===== src/rtl/shift194_seq.sv =====
// Command sequencer for one DM74LS194: turns clear/load/shift/rotate commands into S1/S0, data and clear strobes.
// Optional SHIFT194_SEQ_AUTO_SCAN_EN adds an auto_scan input that issues a periodic one-step ROTL while idle.
module shift194_seq #(
  parameter int CNT_W    = 4
`ifdef SHIFT194_SEQ_AUTO_SCAN_EN
  ,
  parameter int SCAN_DIV = 1000
`endif
) (
  input  logic             clk,
  input  logic             CR,
`ifdef SHIFT194_SEQ_AUTO_SCAN_EN
  input  logic             auto_scan,
`endif
  input  logic             cmd_valid,
  output logic             cmd_ready,
  input  logic [2:0]       cmd_op,
  input  logic [3:0]       cmd_data,
  input  logic [CNT_W-1:0] cmd_cnt,
  input  logic [3:0]       q,
  output logic             sr_clr_n,
  output logic             sr_s1,
  output logic             sr_s0,
  output logic [3:0]       sr_par,
  output logic             sr_sl,
  output logic             sr_sr,
  output logic             busy,
  output logic             done
);

  typedef enum logic [1:0] {S_IDLE, S_EXEC, S_DONE} state_e;
  typedef enum logic [2:0] {
    OP_NOP, OP_CLEAR, OP_LOAD, OP_SHR, OP_SHL, OP_ROTR, OP_ROTL, OP_JOHN
  } op_e;

  state_e           state, state_nxt;
  op_e              op_q, op_nxt, op_in;
  logic [3:0]       data_q, data_nxt;
  logic [CNT_W-1:0] rem, rem_nxt;
  logic             scan_q, scan_nxt;
  logic             clr_n_q;
  logic             scan_tick;
  logic             unused_q_mid;

  // Only QA and QD feed back into the serial inputs.
  assign unused_q_mid = ^q[2:1];
  assign op_in        = op_e'(cmd_op);

`ifdef SHIFT194_SEQ_AUTO_SCAN_EN
  localparam int DIV_W = (SCAN_DIV > 1) ? $clog2(SCAN_DIV) : 1;
  logic [DIV_W-1:0] div;
  logic             div_wrap;

  assign div_wrap  = (div == DIV_W'(SCAN_DIV - 1));
  assign scan_tick = auto_scan && div_wrap;

  always_ff @(posedge clk) begin
    if (CR || div_wrap) div <= '0;
    else                div <= div + DIV_W'(1);
  end
`else
  assign scan_tick = 1'b0;
`endif

  always_comb begin
    state_nxt = state;
    op_nxt    = op_q;
    data_nxt  = data_q;
    rem_nxt   = rem;
    scan_nxt  = scan_q;
    case (state)
      S_IDLE: begin
        if (cmd_valid) begin
          // A NOP is consumed here and also swallows a coincident scan tick.
          if (op_in != OP_NOP) begin
            op_nxt   = op_in;
            data_nxt = cmd_data;
            scan_nxt = 1'b0;
            if (op_in == OP_CLEAR || op_in == OP_LOAD) begin
              rem_nxt   = CNT_W'(1);
              state_nxt = S_EXEC;
            end else if (cmd_cnt == '0) begin
              rem_nxt   = '0;
              state_nxt = S_DONE;
            end else begin
              rem_nxt   = cmd_cnt;
              state_nxt = S_EXEC;
            end
          end
        end else if (scan_tick) begin
          op_nxt    = OP_ROTL;
          data_nxt  = '0;
          rem_nxt   = CNT_W'(1);
          scan_nxt  = 1'b1;
          state_nxt = S_EXEC;
        end
      end
      S_EXEC: begin
        rem_nxt = rem - CNT_W'(1);
        if (rem == CNT_W'(1)) state_nxt = S_DONE;
      end
      S_DONE:  state_nxt = S_IDLE;
      default: state_nxt = S_IDLE;
    endcase
  end

  always_ff @(posedge clk) begin
    if (CR) begin
      state   <= S_IDLE;
      op_q    <= OP_NOP;
      data_q  <= '0;
      rem     <= '0;
      scan_q  <= 1'b0;
      clr_n_q <= 1'b0;
    end else begin
      state   <= state_nxt;
      op_q    <= op_nxt;
      data_q  <= data_nxt;
      rem     <= rem_nxt;
      scan_q  <= scan_nxt;
      // Clear drives the 194's asynchronous input, so it comes straight from a flop.
      clr_n_q <= !(state_nxt == S_EXEC && op_nxt == OP_CLEAR);
    end
  end

  always_comb begin
    sr_s1  = 1'b0;
    sr_s0  = 1'b0;
    sr_par = '0;
    sr_sl  = 1'b0;
    sr_sr  = 1'b0;
    if (state == S_EXEC) begin
      case (op_q)
        OP_LOAD: begin sr_s1 = 1'b1; sr_s0 = 1'b1; sr_par = data_q; end
        OP_SHR:  begin sr_s0 = 1'b1; sr_sr = data_q[0]; end
        OP_SHL:  begin sr_s1 = 1'b1; sr_sl = data_q[0]; end
        OP_ROTR: begin sr_s0 = 1'b1; sr_sr = q[0]; end
        OP_ROTL: begin sr_s1 = 1'b1; sr_sl = q[3]; end
        OP_JOHN: begin sr_s0 = 1'b1; sr_sr = ~q[0]; end
        default: ;
      endcase
    end
  end

  assign sr_clr_n  = clr_n_q;
  assign cmd_ready = (state == S_IDLE) && !CR;
  assign busy      = (state != S_IDLE);
  assign done      = (state == S_DONE) && !scan_q;

endmodule


===== config.mk =====
export PLATFORM = sky130hd
export DESIGN_NAME = shift194_seq
export DESIGN_NICKNAME = d
export VERILOG_FILES = /design/src/rtl/shift194_seq.sv
export SDC_FILE = /design/constraint.sdc
export NUM_CORES = 1
export LEC_CHECK = 0
export BUFFER_PORTS_ARGS = -buffer_cell sky130_fd_sc_hd__buf_2
export CAP_MARGIN = 20
export CORE_MARGIN = 5
export CORE_UTILIZATION = 50
export DETAILED_ROUTE_END_ITERATION = 8
export PLACE_DENSITY_LB_ADDON = 0.2
export SLEW_MARGIN = 20
export SYNTH_ARGS = -nofsm -noshare
export SYNTH_HDL_FRONTEND = slang
export SYNTH_SLANG_ARGS = --single-unit

===== constraint.sdc =====
create_clock -name clk -period 2.2 [get_ports clk]
set_clock_uncertainty 0.05 [all_clocks]
set_input_delay 0.22 -clock clk [delete_from_list [all_inputs] [get_ports clk]]
set_output_delay 0.22 -clock clk [all_outputs]
set_load 0.02 [all_outputs]

==> results.md <==
- The number of nets handed over by synthesis was 114.
- The flip-flop and latch area is 280 um2.
- Buffers inserted to repair hold after CTS numbered 0.
- The post-cts resize count is 0.
- The total global-route track usage is 0.178.
- The worst min-delay path class is primary input to register.
- The startpoint type of the worst setup path is a register.
- After technology mapping, the gate count stands at 94.
- The number of antenna diodes is 0.
- In the synthesized netlist the dominant register cell turns out to be sky130_fd_sc_hd__dfxtp_1.
- The sort of element at the end of the critical path is a primary output.
- Buffers inserted during clock tree synthesis total 3.
- The endpoint required time on the critical path is 1930 ps.
- The die covers between 2000 and 3000 um2.
- The via count is between 800 and 900.
- TritonCTS built the clock tree.
- The residual overflow from global routing is 0.
- CTS built an H-tree with a depth of 1.
- The core region is 1520 um2.
- The number of placed instances, taps included, is 136.
- At the pin with the least slew margin, the transition time is 482 ps.
- The tool flagged a number of max-cap violations equal to 0.
- The vias per cell is 5.76.
- The clock slew seen by the registers of the worst setup and hold paths is 80 ps.
- Setup violations remaining at the end of the flow were counted as 0.
- Yosys attributes the largest share of cell area to sky130_fd_sc_hd__dfxtp_1 (35%), sky130_fd_sc_hd__mux2i_1 (6.2%), sky130_fd_sc_hd__nor2_1 (5.6%).
- Counting I/O delays and the setup requirement, the final critical path takes 1850 ps.
- In this run the deepest clock path goes through 2 buffers.
- Setup repair after global routing left no endpoint under its margin.
- In this run, synthesis produced a sequential element count of 14.
- Before CTS, the worst setup slack after placement is 650 ps.
- The worst relative slew slack is 0.678.
- The share of synthesized area in the top cell type comes to 0.346.
- The share of the Yosys chip area taken by registers is 0.346.
- The share of flip-flops with an asynchronous set or reset after synthesis is 0.
- In this run the count of I/O pins placed on the die edge is 30.
- Summing internal, switching and leakage power gives 654 uW.
- For this run, the detailed router's first-pass iteration total came to 4.
- The total area of multi-input combinational cells is 507 um2.
- The max-slew violation count is 0.
- The critical-path maximum fanout is 6.
- Measured along the y axis, the die boundary spans 50.2 um.
- The count of final hold-check violations was 0.
- The number of unique standard cell types used by synthesis is 36.
- The number of violations reported at the end of detailed-routing iteration 0 is 17.
- The total number of nets in the final design is ~150.
- The count of cells in the finished layout, fillers not included, comes to 140.
- In the final layout, the share of cells above drive strength 1 is 0.306.
- The post-route antenna net violation count is 0.
- In the finished design, the share of the clock period the worst path needs comes to 0.842.
- The post-CTS repair timing setup buffer count is 0.
- The synthesized design spends more area on one cell type than any other, namely sky130_fd_sc_hd__dfxtp_1.
- For this run, design rule violations remaining after detail routing come to 0.
- The total number of clock tree sinks is 14.
- After detailed routing, the average wire length per cell comes to around 14 um.
- Setup slack closes at 347 ps.
- The root buffer selected by CTS is sky130_fd_sc_hd__clkbuf_4.
- The synthesized design contains 0 enable-type register cells.
- The number of fill cells in the layout is roughly 130.
- Data on the critical path arrives at its endpoint at 1580 ps.
- Input and output buffers added on the ports amount to 27.
- The layout overhead on the synthesized area is 23.2%.
- The initial antenna violation count is 0.
- At the later pin of the worst-skew pair, clock insertion delay measures 280 ps.
- The synthesized netlist occupies a cell area of 810 um2.
- The first global-routing pass estimated 3.50 mm of wire.
- The power per cell area is 656 nW/um2.
- The floorplan has 14 rows.
- The maximum number of pins on one net before global-route repair is 16.
- For this run, the top clock speed supported by timing is around 540 MHz.
- The average instance in the mapped netlist occupies 8.61 um2.
- After detailed routing, the total wire length is between 2 and 2.5 mm.
- The startpoint-to-endpoint class of the critical path is register to primary output.
- The wire-length estimate of the detail-placed layout is between 1.5 and 2 mm.
- The worst vdd rail ir drop is 0.413 mV.
- The run finished with clean final reports.
- Setup total negative slack on the finished layout was measured at 0 ps.
- The floorplan die width is about 50 um.
- The initial utilization of the core area, before any placement, comes to 0.531.
- The final weighted congestion in routability-driven placement is 0.855.
- Summed over all cells, the static leakage comes to 0.000471 uW.
- For this run, the number of Yosys warnings is 0.
- The via count of the first global-routing pass is 793.
==> synthesized netlist by cell type, types with 3 or more instances <==
master                     n
sky130_fd_sc_hd__nor2_1   12
sky130_fd_sc_hd__a31oi_1   3
sky130_fd_sc_hd__o21ai_0   3
sky130_fd_sc_hd__nor3_1    3
sky130_fd_sc_hd__nor2b_1   4
sky130_fd_sc_hd__and2_1    4
sky130_fd_sc_hd__inv_1     3
sky130_fd_sc_hd__a21oi_1   5
sky130_fd_sc_hd__mux2i_1   5
sky130_fd_sc_hd__dfxtp_1  14
sky130_fd_sc_hd__nand2_1   4
==> power by group <==
group	switching (uW)	internal [uW]	leakage, uW
Clock	84.9	101	0.0000210
Combinational	90.8	74.5	0.000335
Sequential	25.5	277	0.000116
Total	201	452	0.000471
==> final timing paths <==
kind / startpoint / endpoint / slack [ps] / cells past startpoint
setup / recovery: state[0] / sr_sr / 350 / 3
hold / removal: cmd_data[2] / data_q[2] / 120 / 3
hold reg to reg: data_q[2] / data_q[2] / 460 / 2
setup reg to reg: state[0] / state[0] / 690 / 4
==> cell type report <==
cell class / instances / share of cell area
multi-input combinational: 75 / 0.508
sequential: 14 / 0.281
timing repair buffer: 28 / 0.143
clock buffer: 4 / 0.0364
tap: 16 / 0.0201
inverter: 3 / 0.0113
==> placed cells by master, fill, tap and decap left out, types with 3 or more instances in the layout <==
| cell type | count |
|---|---|
| sky130_fd_sc_hd__o21ai_0 | 3 |
| sky130_fd_sc_hd__buf_2 | 27 |
| sky130_fd_sc_hd__nor2b_1 | 4 |
| sky130_fd_sc_hd__nor2_1 | 12 |
| sky130_fd_sc_hd__nor3_1 | 3 |
| sky130_fd_sc_hd__inv_1 | 3 |
| sky130_fd_sc_hd__nand2_1 | 4 |
| sky130_fd_sc_hd__a21oi_1 | 5 |
| sky130_fd_sc_hd__mux2i_1 | 5 |
| sky130_fd_sc_hd__clkbuf_4 | 3 |
| sky130_fd_sc_hd__a31oi_1 | 3 |
| sky130_fd_sc_hd__dfxtp_1 | 14 |
| sky130_fd_sc_hd__and2_1 | 4 |
==> worst max-delay path: stages, from the launching register on <==
cell	delay, ps
sky130_fd_sc_hd__dfxtp_1	460
sky130_fd_sc_hd__nor2b_1	460
sky130_fd_sc_hd__and3_1	230
sky130_fd_sc_hd__buf_2	160
==> flip-flops by register name (all words and copies together), names as in the netlist <==
name,count
data_q,4
state,2
rem,4
sr_clr_n,1
op_q,3
==> routing by layer <==
metal,global-route usage,wire (um),vias up
met5,0,0,-
met4,0.0524,13,0
met3,0.0651,136,2
met2,0.295,1040,24
met1,0.214,837,377
li1,-,-,404
==> logic make-up after synthesis <==
group / share of synthesized area
compound gates: 0.216
xor+xnor: 0.0108
fa+ha+maj: 0.0309
buf+inv: 0.0278
flops: 0.346
mux: 0.0618
simple gates: 0.306
==> through the flow <==
step                      utilization  instance area (um2)  hold WS, ps
after CTS                       0.654                  997          115
after detailed placement        0.631                  961          419
after global placement          0.631                  961          402
final                           0.654                  997          122
after global routing            0.654                  997          133
after floorplan                     -                  810          242
Power figures use the tool's default switching activity.
